`src/rtl/omsp_sm_viol_log.sv`:
```
// Logs SM violation events {cause, SM id, pc} into a FIFO readable over the openMSP430 peripheral bus.
// Push is visible one cycle after the event; the level irq follows one cycle later. SM_VIOL_RESET_EN adds the reset-request pulse.
module omsp_sm_viol_log #(
    parameter int          FIFO_DEPTH = 4,
    parameter logic [13:0] BASE_ADDR  = 14'h0190
) (
    input  logic        mclk,
    input  logic        puc_rst,
    input  logic        violation,
    input  logic        dma_violation,
    input  logic [15:0] spm_current_id,
    input  logic [15:0] pc,
    input  logic [13:0] per_addr,
    input  logic [15:0] per_din,
    input  logic        per_en,
    input  logic [1:0]  per_we,
    output logic [15:0] per_dout,
    output logic        viol_irq,
    output logic        viol_reset_req
);
    localparam int          PW     = $clog2(FIFO_DEPTH);
    localparam logic [3:0]  DEPTH4 = 4'(FIFO_DEPTH);

    typedef struct packed {
        logic [1:0]  cause;
        logic [15:0] id;
        logic [15:0] pc;
    } rec_t;

    rec_t          mem [FIFO_DEPTH];
    logic [PW-1:0] wr_ptr, rd_ptr;
    logic [3:0]    count;
    logic          overflow, irq_en, reset_en;
    logic [7:0]    drop_cnt;
    logic          violation_d, dma_violation_d;

    logic          ev_cpu, ev_dma, ev;
    logic          not_empty, full;
    logic [13:0]   offset;
    logic          reg_wr, rd_en, pop_cmd, clr_cmd;
    logic          do_push, do_pop, drop;
    rec_t          head;

    assign ev_cpu    = violation & ~violation_d;
    assign ev_dma    = dma_violation & ~dma_violation_d;
    assign ev        = ev_cpu | ev_dma;
    assign not_empty = (count != 4'd0);
    assign full      = (count == DEPTH4);

    // Modular subtraction makes a single compare cover the whole window.
    assign offset  = per_addr - BASE_ADDR;
    assign reg_wr  = per_en & (per_we != 2'b00) & (offset == 14'd1);
    assign rd_en   = per_en & (per_we == 2'b00) & (offset < 14'd5);
    assign pop_cmd = reg_wr & per_we[1] & per_din[8];
    assign clr_cmd = reg_wr & per_we[1] & per_din[9];

    // A pop from a full FIFO frees the slot the same-cycle event needs.
    assign do_pop  = pop_cmd & not_empty;
    assign do_push = ev & (~full | do_pop);
    assign drop    = ev & full & ~do_pop;

    assign head = not_empty ? mem[rd_ptr] : '0;

    always_ff @(posedge mclk) begin
        if (puc_rst) begin
            wr_ptr          <= '0;
            rd_ptr          <= '0;
            count           <= 4'd0;
            overflow        <= 1'b0;
            drop_cnt        <= 8'd0;
            irq_en          <= 1'b0;
            violation_d     <= 1'b0;
            dma_violation_d <= 1'b0;
            viol_irq        <= 1'b0;
        end else begin
            violation_d     <= violation;
            dma_violation_d <= dma_violation;
            if (do_push)
                wr_ptr <= wr_ptr + PW'(1);
            if (do_pop)
                rd_ptr <= rd_ptr + PW'(1);
            case ({do_push, do_pop})
                2'b10:   count <= count + 4'd1;
                2'b01:   count <= count - 4'd1;
                default: count <= count;
            endcase
            if (clr_cmd) begin
                overflow <= 1'b0;
                drop_cnt <= 8'd0;
            end else if (drop) begin
                overflow <= 1'b1;
                if (drop_cnt != 8'hFF)
                    drop_cnt <= drop_cnt + 8'd1;
            end
            if (reg_wr & per_we[0])
                irq_en <= per_din[0];
            viol_irq <= irq_en & not_empty;
        end
    end

    always_ff @(posedge mclk) begin
        if (!puc_rst && do_push)
            mem[wr_ptr] <= '{cause: {ev_dma, ev_cpu}, id: spm_current_id, pc: pc};
    end

`ifdef SM_VIOL_RESET_EN
    always_ff @(posedge mclk) begin
        if (puc_rst) begin
            reset_en       <= 1'b0;
            viol_reset_req <= 1'b0;
        end else begin
            if (reg_wr & per_we[0])
                reset_en <= per_din[1];
            viol_reset_req <= ev & reset_en;
        end
    end
    logic unused_din;
    assign unused_din = ^{per_din[15:10], per_din[7:2]};
`else
    assign reset_en       = 1'b0;
    assign viol_reset_req = 1'b0;
    logic unused_din;
    assign unused_din = ^{per_din[15:10], per_din[7:1]};
`endif

    always_comb begin
        per_dout = 16'h0000;
        if (rd_en) begin
            case (offset[2:0])
                3'd0:    per_dout = {drop_cnt, 1'b0, count, overflow, full, not_empty};
                3'd1:    per_dout = {14'd0, reset_en, irq_en};
                3'd2:    per_dout = head.id;
                3'd3:    per_dout = head.pc;
                3'd4:    per_dout = {14'd0, head.cause};
                default: per_dout = 16'h0000;
            endcase
        end
    end
endmodule

```
`config.mk`:
```
export PLATFORM = sky130hd
export DESIGN_NAME = omsp_sm_viol_log
export DESIGN_NICKNAME = d
export VERILOG_FILES = /design/src/rtl/omsp_sm_viol_log.sv
export SDC_FILE = /design/constraint.sdc
export NUM_CORES = 1
export LEC_CHECK = 0
export ABC_AREA = 1
export BUFFER_PORTS_ARGS = -buffer_cell sky130_fd_sc_hd__buf_2
export CAP_MARGIN = 20
export CORE_MARGIN = 3
export CORE_UTILIZATION = 40
export DETAILED_ROUTE_END_ITERATION = 12
export GPL_ROUTABILITY_DRIVEN = 0
export PLACE_DENSITY = 0.71
export SETUP_SLACK_MARGIN = 0.02
export SLEW_MARGIN = 20
export SYNTH_ARGS = -nofsm -noshare
export SYNTH_HDL_FRONTEND = slang
export SYNTH_SLANG_ARGS = --single-unit
```
`constraint.sdc`:
```
create_clock -name mclk -period 8.64 [get_ports mclk]
set_clock_uncertainty 0.1 [all_clocks]
set_input_delay 1.728 -clock mclk [delete_from_list [all_inputs] [get_ports mclk]]
set_output_delay 1.728 -clock mclk [all_outputs]
set_load 0.02 [all_outputs]
```
==> impl_summary.md <==
Status
The run finished with clean final reports.

Logic synthesis
Synthesis instantiated between 40 and 50 different standard cells from the library. The synthesized flop and latch total is around 160. After synthesis the cells add up to just under 7000 um^2. The most used flip-flop cell after synthesis is sky130_fd_sc_hd__edfxtp_1. After technology mapping, the gate count stands at roughly 600.

The post-synthesis cell type with the largest combined area is sky130_fd_sc_hd__edfxtp_1. Ranked by total cell area, the synthesized netlist is headed by sky130_fd_sc_hd__edfxtp_1 59%, sky130_fd_sc_hd__dfxtp_1 6.7%, sky130_fd_sc_hd__nor2_1 5.3%. The average instance in the mapped netlist occupies around 11 um^2. Sequential cells were found to cover 66.0% of the synthesized design area. The proportion of netlist area held by the largest area contributor is about three fifths. The proportion of synthesized flip-flops having asynchronous set or reset is 0%. The Yosys step of the flow raised 0 warnings. The number of enable-type register cells in the synthesized netlist is around 140. The number of nets in the synthesized netlist is slightly below 700.

Clocking
The TritonCTS clock tree is done. The clock drives roughly 160 sinks. Post-CTS repair changed the size of 0 cells. In this run the deepest clock path goes through 2 buffers. TritonCTS created 17 clock buffers.

The post-CTS setup-driven buffer insertion count is 0. The number of hold buffers added after CTS is 0. After clock tree synthesis, the clock-pin slew on the worst setup and hold paths is roughly 0.07 ns. The source-to-sink clock delay at the later pin of the worst-skew pair is around 0.42 ns.

CTS built an H-tree with a depth of 4. The clock root buffer is sky130_fd_sc_hd__clkbuf_16.

Floorplan
The die width is between 100 and 150 um. For this configuration, the core starts out at a cell density of 41.2%. The core box area is between 15000 and 20000 um^2. Pin placement for this block handled just under 90 I/O pins. The die covers around 19000 um^2. After floorplanning, the core was divided into 47 placement rows.

The die is around 140 um tall.

Cells and area
Leaving out fill and tap cells, the most frequent cells in the layout are 136 x sky130_fd_sc_hd__edfxtp_1, 94 x sky130_fd_sc_hd__nor2_1, 72 x sky130_fd_sc_hd__buf_2. Compared with the post-synthesis result, the final layout area differs by 18.7%. In the final layout, the share of cells above drive strength 1 is 22.1%. The leading cell type in the layout, fill and taps excluded is sky130_fd_sc_hd__edfxtp_1. For this run, the share of the core covered by cells in the final layout is approximately 50%. The filler cells instantiated in the layout total ~1500. The count of nets after finishing is ~760.

Critical path
The slack of the worst reg-to-reg path is roughly 5.8 ns. The critical path required time is slightly below 7 ns. The classification of the worst setup path is in2out. Of all nets on the critical path, the largest fanout is 12. The worst setup path is captured at an output port. The nature of the critical path startpoint is a primary input. Data arrives at the worst endpoint at slightly below 4 ns.

Detailed routing
The length of the first detailed-routing pass in iterations is 5. The via count of the routed design is roughly 4800. For this block, the routed nets add up to about 15000 um of wire. The per-cell via count in the routed design is a little over 5. For this run, design rule violations remaining after detail routing come to 0. The count of nets left with antenna violations once routing finished came out at 0.

Dividing the detail-routed wire length by the instance count gives roughly 16 um. After the first detailed-routing iteration, the DRC count stood at 549.

STA
The tightest slew margin relative to the limit is a little over two fifths. The number of setup violations in the final report is 0. Based on the critical path, the design can be clocked at up to roughly 170 MHz. The final-report max-slew violation count is 0. The hold violation total from the final report is 0. The total negative slack for setup checks is 0 ns. The period utilization is approximately 67%. Setup repair after global routing left no endpoint under its margin. For the pin with the worst max-slew slack, the measured transition is 0.863 ns. The clock period minus final worst setup slack is 5.79 ns.

Power
The worst ir drop on vdd is about 0.00016 V. The total leakage power is between 2 and 3 nW. The power density normalized to cell area is 217 nW/um^2.

Place
The count of input and output buffers is 72. The post-detailed-placement half-perimeter wirelength is approximately 9000 um.

Global routing
The number of antenna violations at the first check in global routing is 0. The met1 global-route usage is 20.6%. In the global route stage, met3 resource usage came out at under 10%.

The pin count of the biggest net entering global routing is 69. The number of global-route vias before repair is around 4500. The leftover overflow at the end of global routing is 0. The layer with the highest usage is met2. The first global-routing pass estimated around 23000 um of wire. In the global route stage, met2 resource usage came out at around a quarter. Across every metal layer, demand over resource in global routing totals about 16%.

Min path
The path type of the worst min-delay path is reg2reg.

Job
The reported max-cap violation count is 0.
[cells by family (layout without fill, tap and decap cells)]
family                   after synthesis  after routing  synth area share (%)
AND/OR/NAND/NOR                      217            217                  14.6
flip-flops                           159            159                  66.0
AO/OA/AOI/OAI                        149            149                  13.2
buffers and inverters                 74            158                  4.32
adder cells (fa/ha/maj)                6              6                  1.09
XOR/XNOR                               6              6                 0.763
other                                  1              2                0.0545
[layer usage]
metal / vias up / share of wire [%]
li1: 2326 / -
met1: 2265 / 42
met2: 142 / 50
met3: 25 / 6.2
met4: 0 / 1.7
met5: - / 0
[area by class of cell]
class                   count  area, um^2  area share, %
diodes                      1        2.50         0.0306
clock buffers              17         425           5.20
clock inverters            15         185           2.26
inverters                  46         175           2.14
multi-input cells         379        2070           25.4
flip-flops and latches    159        4550           55.6
well taps                 220         275           3.37
repair buffers             80         493           6.03
[sequential cells by signal, indices dropped and copies added, names as in the netlist, named ones only]
signal,cells
irq_en,1
wr_ptr,2
viol_irq,1
overflow,1
rd_ptr,2
mem,136
drop_cnt,8
count,4
violation_d,1
dma_violation_d,1
[synthesized netlist by cell type, types with 5 or more instances]
library cell / count
sky130_fd_sc_hd__nand3_1: 18
sky130_fd_sc_hd__nor2_1: 98
sky130_fd_sc_hd__a21oi_2: 10
sky130_fd_sc_hd__clkbuf_1: 19
sky130_fd_sc_hd__nor3_1: 5
sky130_fd_sc_hd__inv_1: 42
sky130_fd_sc_hd__edfxtp_1: 136
sky130_fd_sc_hd__ha_1: 6
sky130_fd_sc_hd__dfxtp_1: 23
sky130_fd_sc_hd__o221ai_1: 17
sky130_fd_sc_hd__a21oi_1: 24
sky130_fd_sc_hd__nand2_1: 69
sky130_fd_sc_hd__o22ai_1: 15
sky130_fd_sc_hd__o21ai_0: 71
sky130_fd_sc_hd__nor2_4: 6
[critical path, stage by stage]
cell                      delay (ns)
sky130_fd_sc_hd__buf_2          0.13
sky130_fd_sc_hd__nor2_1         0.67
sky130_fd_sc_hd__nor2_1         0.14
sky130_fd_sc_hd__nor3_2         0.22
sky130_fd_sc_hd__nand4_4        0.20
sky130_fd_sc_hd__or2_1          0.44
sky130_fd_sc_hd__a21oi_2        0.23
sky130_fd_sc_hd__buf_2          0.19
[final timing paths]
| check | start | end | cells past startpoint |
|---|---|---|---|
| setup / recovery | per_addr[1] | per_dout[15] | 8 |
| hold / removal | overflow$_SDFFE_PP0P_ | overflow$_SDFFE_PP0P_ | 2 |
| setup reg to reg | count[0]$_SDFFE_PP0P_ | mem[2][7]$_DFFE_PP_ | 9 |
| hold reg to reg | overflow$_SDFFE_PP0P_ | overflow$_SDFFE_PP0P_ | 2 |
[metrics by stage]
step / power [mW] / cells / hold WS [ns] / setup WS [ns] / cell area [um^2]
3_3_place_gp: 1.02 / 880 / 0.341 / 2.87 / 7460
6_report: 1.77 / 917 / 0.375 / 2.85 / 8180
3_5_place_dp: 1.03 / 881 / 0.361 / 2.85 / 7490
5_1_grt: 1.84 / 916 / 0.401 / 2.72 / 8170
2_1_floorplan: 0.976 / 612 / 0.330 / 3.78 / 6890
4_1_cts: 1.78 / 913 / 0.376 / 2.84 / 8100
[power by group]
| part | switching [mW] | internal [mW] | total (mW) |
|---|---|---|---|
| clock | 0.337 | 0.419 | 0.756 |
| combinational | 0.0916 | 0.0415 | 0.133 |
| sequential | 0.0133 | 0.871 | 0.884 |
(Power assumes the default switching activity.)
